### src/rtl/pipeline_hazard_ctrl.sv
// Hazard/sequencing controller beside the decode stage: load-use stalls,
// taken-branch flushes and data-memory wait states, plus stall statistics.
//
// state    | meaning
// RUN      | normal issue; hazards resolved combinationally this cycle
// FLUSH    | squashing wrong-path fetches after a taken branch
// MEM_WAIT | data memory busy; front and back of pipe held
// ERROR    | memory never answered; everything held until reset
module pipeline_hazard_ctrl #(
    parameter int REG_ADDR_W     = 5,
    parameter int BRANCH_PENALTY = 2,
    parameter int MEM_TIMEOUT    = 16,
    parameter int CNT_W          = 16
) (
    input  logic                  clk,
    input  logic                  rst,
    input  logic [REG_ADDR_W-1:0] id_rs1,
    input  logic [REG_ADDR_W-1:0] id_rs2,
    input  logic                  id_uses_rs1,
    input  logic                  id_uses_rs2,
    input  logic                  ex_mem_read,
    input  logic [REG_ADDR_W-1:0] ex_rd,
    input  logic                  ex_branch_taken,
    input  logic                  mem_req,
    input  logic                  mem_ready,
    output logic                  pc_stall,
    output logic                  if_id_stall,
    output logic                  if_id_flush,
    output logic                  id_ex_bubble,
    output logic                  ex_mem_stall,
    output logic                  mem_timeout,
    output logic [1:0]            state_o,
    output logic [CNT_W-1:0]      stall_cnt
);

    typedef enum logic [1:0] {
        RUN      = 2'd0,
        FLUSH    = 2'd1,
        MEM_WAIT = 2'd2,
        ERROR    = 2'd3
    } state_t;

    localparam logic [2:0] FLUSH_INIT = 3'(BRANCH_PENALTY - 1);
    localparam logic [7:0] WAIT_LIMIT = 8'(MEM_TIMEOUT);

    state_t           state, state_nxt;
    state_t           ret_state, ret_state_nxt;
    logic [2:0]       flush_cnt, flush_cnt_nxt;
    logic [7:0]       wait_cnt, wait_cnt_nxt;
    logic [CNT_W-1:0] stall_cnt_q;

    logic lu, ms;
    logic pc_stall_raw, if_id_stall_raw, if_id_flush_raw;
    logic id_ex_bubble_raw, ex_mem_stall_raw, mem_timeout_raw;

    assign lu = ex_mem_read && (ex_rd != '0) &&
                ((id_uses_rs1 && (id_rs1 == ex_rd)) ||
                 (id_uses_rs2 && (id_rs2 == ex_rd)));
    assign ms = mem_req && !mem_ready;

    always_ff @(posedge clk) begin
        if (rst) begin
            state       <= RUN;
            ret_state   <= RUN;
            flush_cnt   <= '0;
            wait_cnt    <= '0;
            stall_cnt_q <= '0;
        end else begin
            state     <= state_nxt;
            ret_state <= ret_state_nxt;
            flush_cnt <= flush_cnt_nxt;
            wait_cnt  <= wait_cnt_nxt;
            if (pc_stall_raw && (stall_cnt_q != '1))
                stall_cnt_q <= stall_cnt_q + 1'b1;
        end
    end

    always_comb begin
        state_nxt        = state;
        ret_state_nxt    = ret_state;
        flush_cnt_nxt    = flush_cnt;
        wait_cnt_nxt     = wait_cnt;
        pc_stall_raw     = 1'b0;
        if_id_stall_raw  = 1'b0;
        if_id_flush_raw  = 1'b0;
        id_ex_bubble_raw = 1'b0;
        ex_mem_stall_raw = 1'b0;
        mem_timeout_raw  = 1'b0;

        case (state)
            RUN: begin
                if (ms) begin
                    pc_stall_raw     = 1'b1;
                    if_id_stall_raw  = 1'b1;
                    ex_mem_stall_raw = 1'b1;
                    state_nxt        = MEM_WAIT;
                    ret_state_nxt    = RUN;
                    wait_cnt_nxt     = 8'd1;
                end else if (ex_branch_taken) begin
                    if_id_flush_raw  = 1'b1;
                    id_ex_bubble_raw = 1'b1;
                    if (BRANCH_PENALTY > 1) begin
                        state_nxt     = FLUSH;
                        flush_cnt_nxt = FLUSH_INIT;
                    end
                end else if (lu) begin
                    pc_stall_raw     = 1'b1;
                    if_id_stall_raw  = 1'b1;
                    id_ex_bubble_raw = 1'b1;
                end
            end
            FLUSH: begin
                // A memory stall freezes the flush sequence; it resumes on return.
                if (ms) begin
                    pc_stall_raw     = 1'b1;
                    if_id_stall_raw  = 1'b1;
                    ex_mem_stall_raw = 1'b1;
                    state_nxt        = MEM_WAIT;
                    ret_state_nxt    = FLUSH;
                    wait_cnt_nxt     = 8'd1;
                end else begin
                    if_id_flush_raw = 1'b1;
                    flush_cnt_nxt   = flush_cnt - 3'd1;
                    if (flush_cnt <= 3'd1)
                        state_nxt = RUN;
                end
            end
            MEM_WAIT: begin
                pc_stall_raw     = !mem_ready;
                if_id_stall_raw  = !mem_ready;
                ex_mem_stall_raw = !mem_ready;
                if (mem_ready) begin
                    state_nxt    = ret_state;
                    wait_cnt_nxt = '0;
                end else begin
                    wait_cnt_nxt = wait_cnt + 8'd1;
                    if (wait_cnt + 8'd1 == WAIT_LIMIT)
                        state_nxt = ERROR;
                end
            end
            default: begin
                pc_stall_raw     = 1'b1;
                if_id_stall_raw  = 1'b1;
                ex_mem_stall_raw = 1'b1;
                mem_timeout_raw  = 1'b1;
            end
        endcase
    end

    assign pc_stall     = pc_stall_raw     && !rst;
    assign if_id_stall  = if_id_stall_raw  && !rst;
    assign if_id_flush  = if_id_flush_raw  && !rst;
    assign id_ex_bubble = id_ex_bubble_raw && !rst;
    assign ex_mem_stall = ex_mem_stall_raw && !rst;
    assign mem_timeout  = mem_timeout_raw  && !rst;
    assign state_o      = rst ? 2'd0 : state;
    assign stall_cnt    = rst ? '0 : stall_cnt_q;

endmodule

### config.mk
export PLATFORM = sky130hd
export DESIGN_NAME = pipeline_hazard_ctrl
export DESIGN_NICKNAME = d
export VERILOG_FILES = /design/src/rtl/pipeline_hazard_ctrl.sv
export SDC_FILE = /design/constraint.sdc
export NUM_CORES = 1
export LEC_CHECK = 0
export BUFFER_PORTS_ARGS = -buffer_cell sky130_fd_sc_hd__buf_2
export CORE_MARGIN = 5
export CORE_UTILIZATION = 35
export CTS_BUF_LIST = sky130_fd_sc_hd__clkbuf_2
export DETAILED_ROUTE_END_ITERATION = 12
export PLACE_DENSITY_LB_ADDON = 0.1
export SLEW_MARGIN = 20
export SYNTH_ARGS = -nofsm -noshare
export SYNTH_HDL_FRONTEND = slang
export SYNTH_SLANG_ARGS = --single-unit
export TNS_END_PERCENT = 30
### constraint.sdc
create_clock -name clk -period 2 [get_ports clk]
set_clock_uncertainty 0.05 [all_clocks]
set_input_delay 0.1 -clock clk [delete_from_list [all_inputs] [get_ports clk]]
set_output_delay 0.1 -clock clk [all_outputs]
set_load 0.03 [all_outputs]
==> flow_summary.yaml, run 1 <==
logic_synthesis:
  postSynthAreaPerCell_um2: 7.924
  synth.ff_latch_count: 30
  synth_nets: 286
  synthArstFlopShare: 0
  synth-edff-count: 0
  syn_area_um2: 2021
  ys_seq_area_frac: 0.2972
  yosysUniqueCellTypes: 46
  synth_cells: 255
  ys.warnings.count: 0
  ys.flop_type: "dfxtp_1"
setup_path:
  crit_arrival_ns: 2.26
  crit_start: "state[0]$_SDFFE_PP0P_"
  worstReg2RegStart: "state[0]$_SDFFE_PP0P_"
  cp-start-kind: "flip-flop"
  path_max_fanout: 12
  critical_path_class: "flip-flop to flip-flop"
  critPathCaptureType: "flip-flop"
  worst-endpoint-required_ns: 2.25
detailed_routing:
  wire_per_inst_um: 13.29
  drt-vias-per-instance: 5.041
  drt-initial-drc-count: 83
  wirelength_mm: 5.570
  drc: 0
  vias: 2112
  ant_nets: 0
  first_pass_iters: 4
cells_and_area:
  nets: 377
  final_cell_mix: "nor2_1 (44), buf_2 (44), buf_4 (41)"
  syn_to_final_growth_pct: 47.37
  n_antenna_cell: 0
  final_layout_size_suffix_gt1_frac: 0.4294
  fill_cells: 558
global_routing:
  overflow: 0
  antenna_found_initial: 0
  grt_pass1_vias: 1998
  grt_max_degree: 31
  grt_usage: 0.1484
  grt_pass1_wl_mm: 8.976
sta:
  rsz0062_at_grt: "true"
  finalCritPeriodShare: 1.007
  drv_slew: 0
  fmax_mhz: 496.4
  min_period_ns: 2.015
  finalWorstSetupSlack_ns: -0.01454
  maxSlewHeadroom: 0.7644
  worstMarginPinSlew_ns: 0.3445
  hold_viol_final: 0
  setup_violations: 2
cts:
  cts.sinks: 30
  cts_made_buffers: 5
  clk_pin_slew_worst_paths_ns: 0.17
  tritoncts: "built"
  cts_root_buf: "clkbuf_2"
  htree_levels: 2
  clkLatencyLatePin_ns: 0.37
  clock_path_buffers: 2
power:
  p_per_area_nw_per_um2: 679.1
  vdd_drop_max_mv: 0.5046
  p_total_w: 0.002022
  p_leak_nw: 1.317
hold_path:
  hp-start: "mem_ready"
  hold_path.class: "primary input to flip-flop"
die:
  io_pins: 47
  initial_utilization: 0.3625
  die_area_um2: 7393
  fp.dieW_um: 85.98
  die_h_um: 85.98
  core_region_area_um2: 5574
  rows: 27
place:
  pre_cts_ws_ns: -0.1100
  place_congestion: 0.8414
  portBuffers: 46
  dp_hpwl_mm: 4.105
outcome:
  outcome: "complete, but fails checks"
  violations: "negative setup slack"
flow_run:
  cap_violations: 0
==> Yosys cell counts, types with 7 or more instances <==
| cell | count | area [µm²] |
|---|---|---|
| o21ai_1 | 7 | 35.03 |
| nand2_1 | 15 | 56.30 |
| nand4_1 | 7 | 43.79 |
| xor2_1 | 9 | 78.83 |
| nand3_1 | 9 | 45.04 |
| ha_1 | 8 | 100.1 |
| nor2_1 | 46 | 172.7 |
| a21oi_1 | 14 | 70.07 |
| nor2b_1 | 20 | 125.1 |
| mux2_1 | 13 | 146.4 |
| dfxtp_1 | 30 | 600.6 |
| inv_1 | 9 | 33.78 |
==> critical path, cell delays in order, from the launching register on <==
cell and delay [ns]:
dfxtp_2 0.37, inv_2 0.09, ha_4 0.17, nor2b_4 0.15, o211ai_1 0.16, o21bai_4 0.21
o22ai_2 0.14, buf_12 0.16, nand4_1 0.12, mux2_4 0.33
==> state kept, by name, indices dropped and copies added, names as in the netlist <==
register	count
state	2
ret_state	1
wait_cnt	8
flush_cnt	3
stall_cnt_q	16
==> cells by family (layout without fill, tap and decap cells) <==
kind of cell | count (synthesis) | after routing | synth area share
compound gates | 44 | 44 | 0.1443
fa+ha+maj | 8 | 8 | 0.04954
simple gates | 126 | 126 | 0.3257
mux | 16 | 16 | 0.08731
flops | 30 | 30 | 0.2972
xor+xnor | 13 | 13 | 0.05635
buf+inv | 18 | 110 | 0.03963
==> power by group <==
part | leakage, nW | switching [W] | internal (W)
logic | 1.03 | 0.000439 | 0.000460
registers | 0.248 | 0.0000361 | 0.000641
clock network | 0.0432 | 0.000223 | 0.000223
total | 1.32 | 0.000698 | 0.00132
==> final cells by class <==
| class | instances | area (µm²) | area share |
|---|---|---|---|
| Multi-Input combinational cell | 207 | 1534 | 0.5151 |
| Timing Repair Buffer | 93 | 634.4 | 0.2130 |
| Sequential cell | 30 | 615.6 | 0.2067 |
| Tap cell | 72 | 90.09 | 0.03025 |
| Inverter | 9 | 38.79 | 0.01303 |
| Clock buffer | 7 | 35.03 | 0.01176 |
| Clock inverter | 1 | 30.03 | 0.01008 |
==> metal layers <==
metal | global-route usage | part of all wire | up-vias | wire (µm)
met3 | 0.03362 | 0.044 | 7 | 247
met1 | 0.1823 | 0.45 | 980 | 2492
li1 | - | - | 1089 | -
met2 | 0.2523 | 0.50 | 36 | 2766
met4 | 0.05324 | 0.011 | 0 | 64
met5 | 0 | 0 | - | 0
==> repair_timing <==
| action | 4_1_cts | 5_1_grt |
|---|---|---|
| buffers inserted | 4 | 2 |
| gates cloned | 0 | 0 |
| hold buffers | 1 | 0 |
| resized for setup | 29 | 28 |
| setup endpoints to repair | 17 | 20 |
| endpoints found under the hold margin | 1 | 0 |
| pin swaps | 3 | 10 |
==> final timing paths <==
| check | end | slack (ns) | cells past startpoint |
|---|---|---|---|
| setup / recovery | stall_cnt_q[14]$_SDFFE_PP0P_ | -0.01 | 9 |
| hold / removal | state[1]$_SDFFE_PP0P_ | 0.13 | 4 |
| hold reg to reg | flush_cnt[2]$_SDFFE_PP0P_ | 0.47 | 2 |
| setup reg to reg | stall_cnt_q[14]$_SDFFE_PP0P_ | -0.01 | 9 |
==> metrics by stage <==
step                        util  setup TNS (ns)  hold WS [ns]  std cells  area, µm²
after floorplan                -        -0.02311        0.2653        255       2049
after global placement    0.4752        -0.06298        0.3922        404       2649
after detailed placement  0.4752         -0.8278        0.4006        404       2649
after CTS                 0.5091        -0.06193       0.09007        417       2838
after global routing      0.5342         -0.9322        0.1411        419       2978
final                     0.5342        -0.02156        0.1259        419       2978
(Power assumes the default switching activity.)
==> run 2: changes to the inputs <==
SETUP_SLACK_MARGIN = 0.15   (was default)
SLEW_MARGIN = default   (was 20)
==> flow_summary.yaml, run 2 (synthesis gave the netlist of run 1 again) <==
outcome:
  outcome: "finished, final reports clean"
die:
  die_h_um: 85.98
  die_area_um2: 7393
  core_region_area_um2: 5574
  io_pins: 47
  rows: 27
  initial_utilization: 0.3625
  fp.dieW_um: 85.98
place:
  place_congestion: 0.7811
  pre_cts_ws_ns: -0.04022
  dp_hpwl_mm: 3.973
  portBuffers: 46
  place_area_um2: 2653
power:
  p_leak_nw: 1.343
  p_per_area_nw_per_um2: 694.0
  vdd_drop_max_mv: 0.4615
  p_total_w: 0.002127
sta:
  maxSlewHeadroom: 0.6375
  hold_viol_final: 0
  rsz0062_at_grt: "true"
  min_period_ns: 1.997
  fmax_mhz: 500.9
  setup_violations: 0
  drv_slew: 0
  finalCritPeriodShare: 0.9983
  finalWorstSetupSlack_ns: 0.003434
  worstMarginPinSlew_ns: 0.5401
detailed_routing:
  ant_nets: 0
  drt-vias-per-instance: 5.043
  wire_per_inst_um: 13.16
  drt-initial-drc-count: 76
  first_pass_iters: 5
  wirelength_mm: 5.516
  vias: 2113
  drc: 0
cts:
  clkLatencyLatePin_ns: 0.38
  cts.sinks: 30
  htree_levels: 2
  tritoncts: "built"
  cts_root_buf: "clkbuf_2"
  clk_pin_slew_worst_paths_ns: 0.18
  cts_made_buffers: 5
  clock_path_buffers: 2
setup_path:
  crit_arrival_ns: 2.24
  worst_path_largest_cell_delay_ns: 0.47
  critPathCaptureType: "flip-flop"
  worst-endpoint-required_ns: 2.25
  path_max_fanout: 8
  cp-start-kind: "flip-flop"
  path_cells: "ha_4 -> nand2_2 -> or4_4 -> o21bai_4 -> o22ai_4 -> buf_6 -> nand4_1 -> mux2_4"
  critical_path_class: "flip-flop to flip-flop"
  worst_path_max_delay_cell: "or4_4"
hold_path:
  hold_path.class: "primary input to flip-flop"
cells_and_area:
  reg_top3: "stall_cnt_q: 16 flops, wait_cnt: 8 flops, flush_cnt: 3 flops"
  n_antenna_cell: 0
  final_cell_mix: "buf_4 (43), nor2_1 (42), buf_2 (41)"
  fin_area_um2: 3064
  mostFrequentLayoutCell: "buf_4"
  syn_to_final_growth_pct: 51.64
  final_layout_size_suffix_gt1_frac: 0.4640
  largest_reg_flops: 16
  regMostFlops: "stall_cnt_q"
  nets: 377
global_routing:
  grt_usage: 0.1560
  grt_pass1_vias: 2029
  grt_max_degree: 54
  antenna_found_initial: 0
  grt_pass1_wl_mm: 9.384
  overflow: 0
flow_run:
  cap_violations: 0
## run 2: repair_timing
action / 4_1_cts / 5_1_grt
hold buffers: 0 / 0
resized for setup: 47 / 25
setup endpoints to repair: 30 / 33
setup buffers: 3 / 4
pin swaps: 13 / 9
## run 2: worst paths after layout
check / startpoint / endpoint / slack, ns / depth (start not counted)
min: rst / stall_cnt_q[0]$_SDFFE_PP0P_ / 0.10 / 3
max: stall_cnt_q[1]$_SDFFE_PP0P_ / stall_cnt_q[14]$_SDFFE_PP0P_ / 0.003 / 8
min reg2reg: flush_cnt[2]$_SDFFE_PP0P_ / flush_cnt[2]$_SDFFE_PP0P_ / 0.46 / 2
max reg2reg: stall_cnt_q[1]$_SDFFE_PP0P_ / stall_cnt_q[14]$_SDFFE_PP0P_ / 0.003 / 8
## run 2: layout make-up
class                      count  area (µm²)
timing repair buffer          93       638.1
tap                           72       90.09
clock buffer                   5       25.02
multi-input combinational    207        1579
clock inverter                 3       63.81
inverter                       9       41.29
sequential                    30       626.9
fill                         506        2510
## run 2: per-stage QoR
step	util	std cells	TNS, ns	hold WS (ns)
6_report	0.5497	419	0	0.1025
5_1_grt	0.5497	419	-0.6258	0.06597
4_1_cts	0.5257	415	-0.03943	0.05554
3_5_place_dp	0.4759	404	-0.08075	0.4387
3_3_place_gp	0.4759	404	-0.03351	0.4231
2_1_floorplan	-	255	0	0.2653
## run 2: metal layers
metal  vias up  GRT usage  wire length [µm]
met5         -          0                 0
met4         0    0.04317                58
met3         5    0.03939               213
met2        37     0.2579              2694
met1       982     0.2001              2549
li1       1089          -                 -
## run 2: power by group
part           switching (W)  internal (W)
Clock               0.000241      0.000333
Sequential         0.0000421      0.000645
Combinational       0.000429      0.000437
## run 2: critical path, delay by kind of cell (launching register included)
| kind | cells | cell delay (ns) |
|---|---|---|
| compound gates | 2 | 0.24 |
| fa+ha+maj | 1 | 0.13 |
| flops | 1 | 0.39 |
| mux | 1 | 0.31 |
| buf+inv | 1 | 0.16 |
| simple gates | 3 | 0.63 |
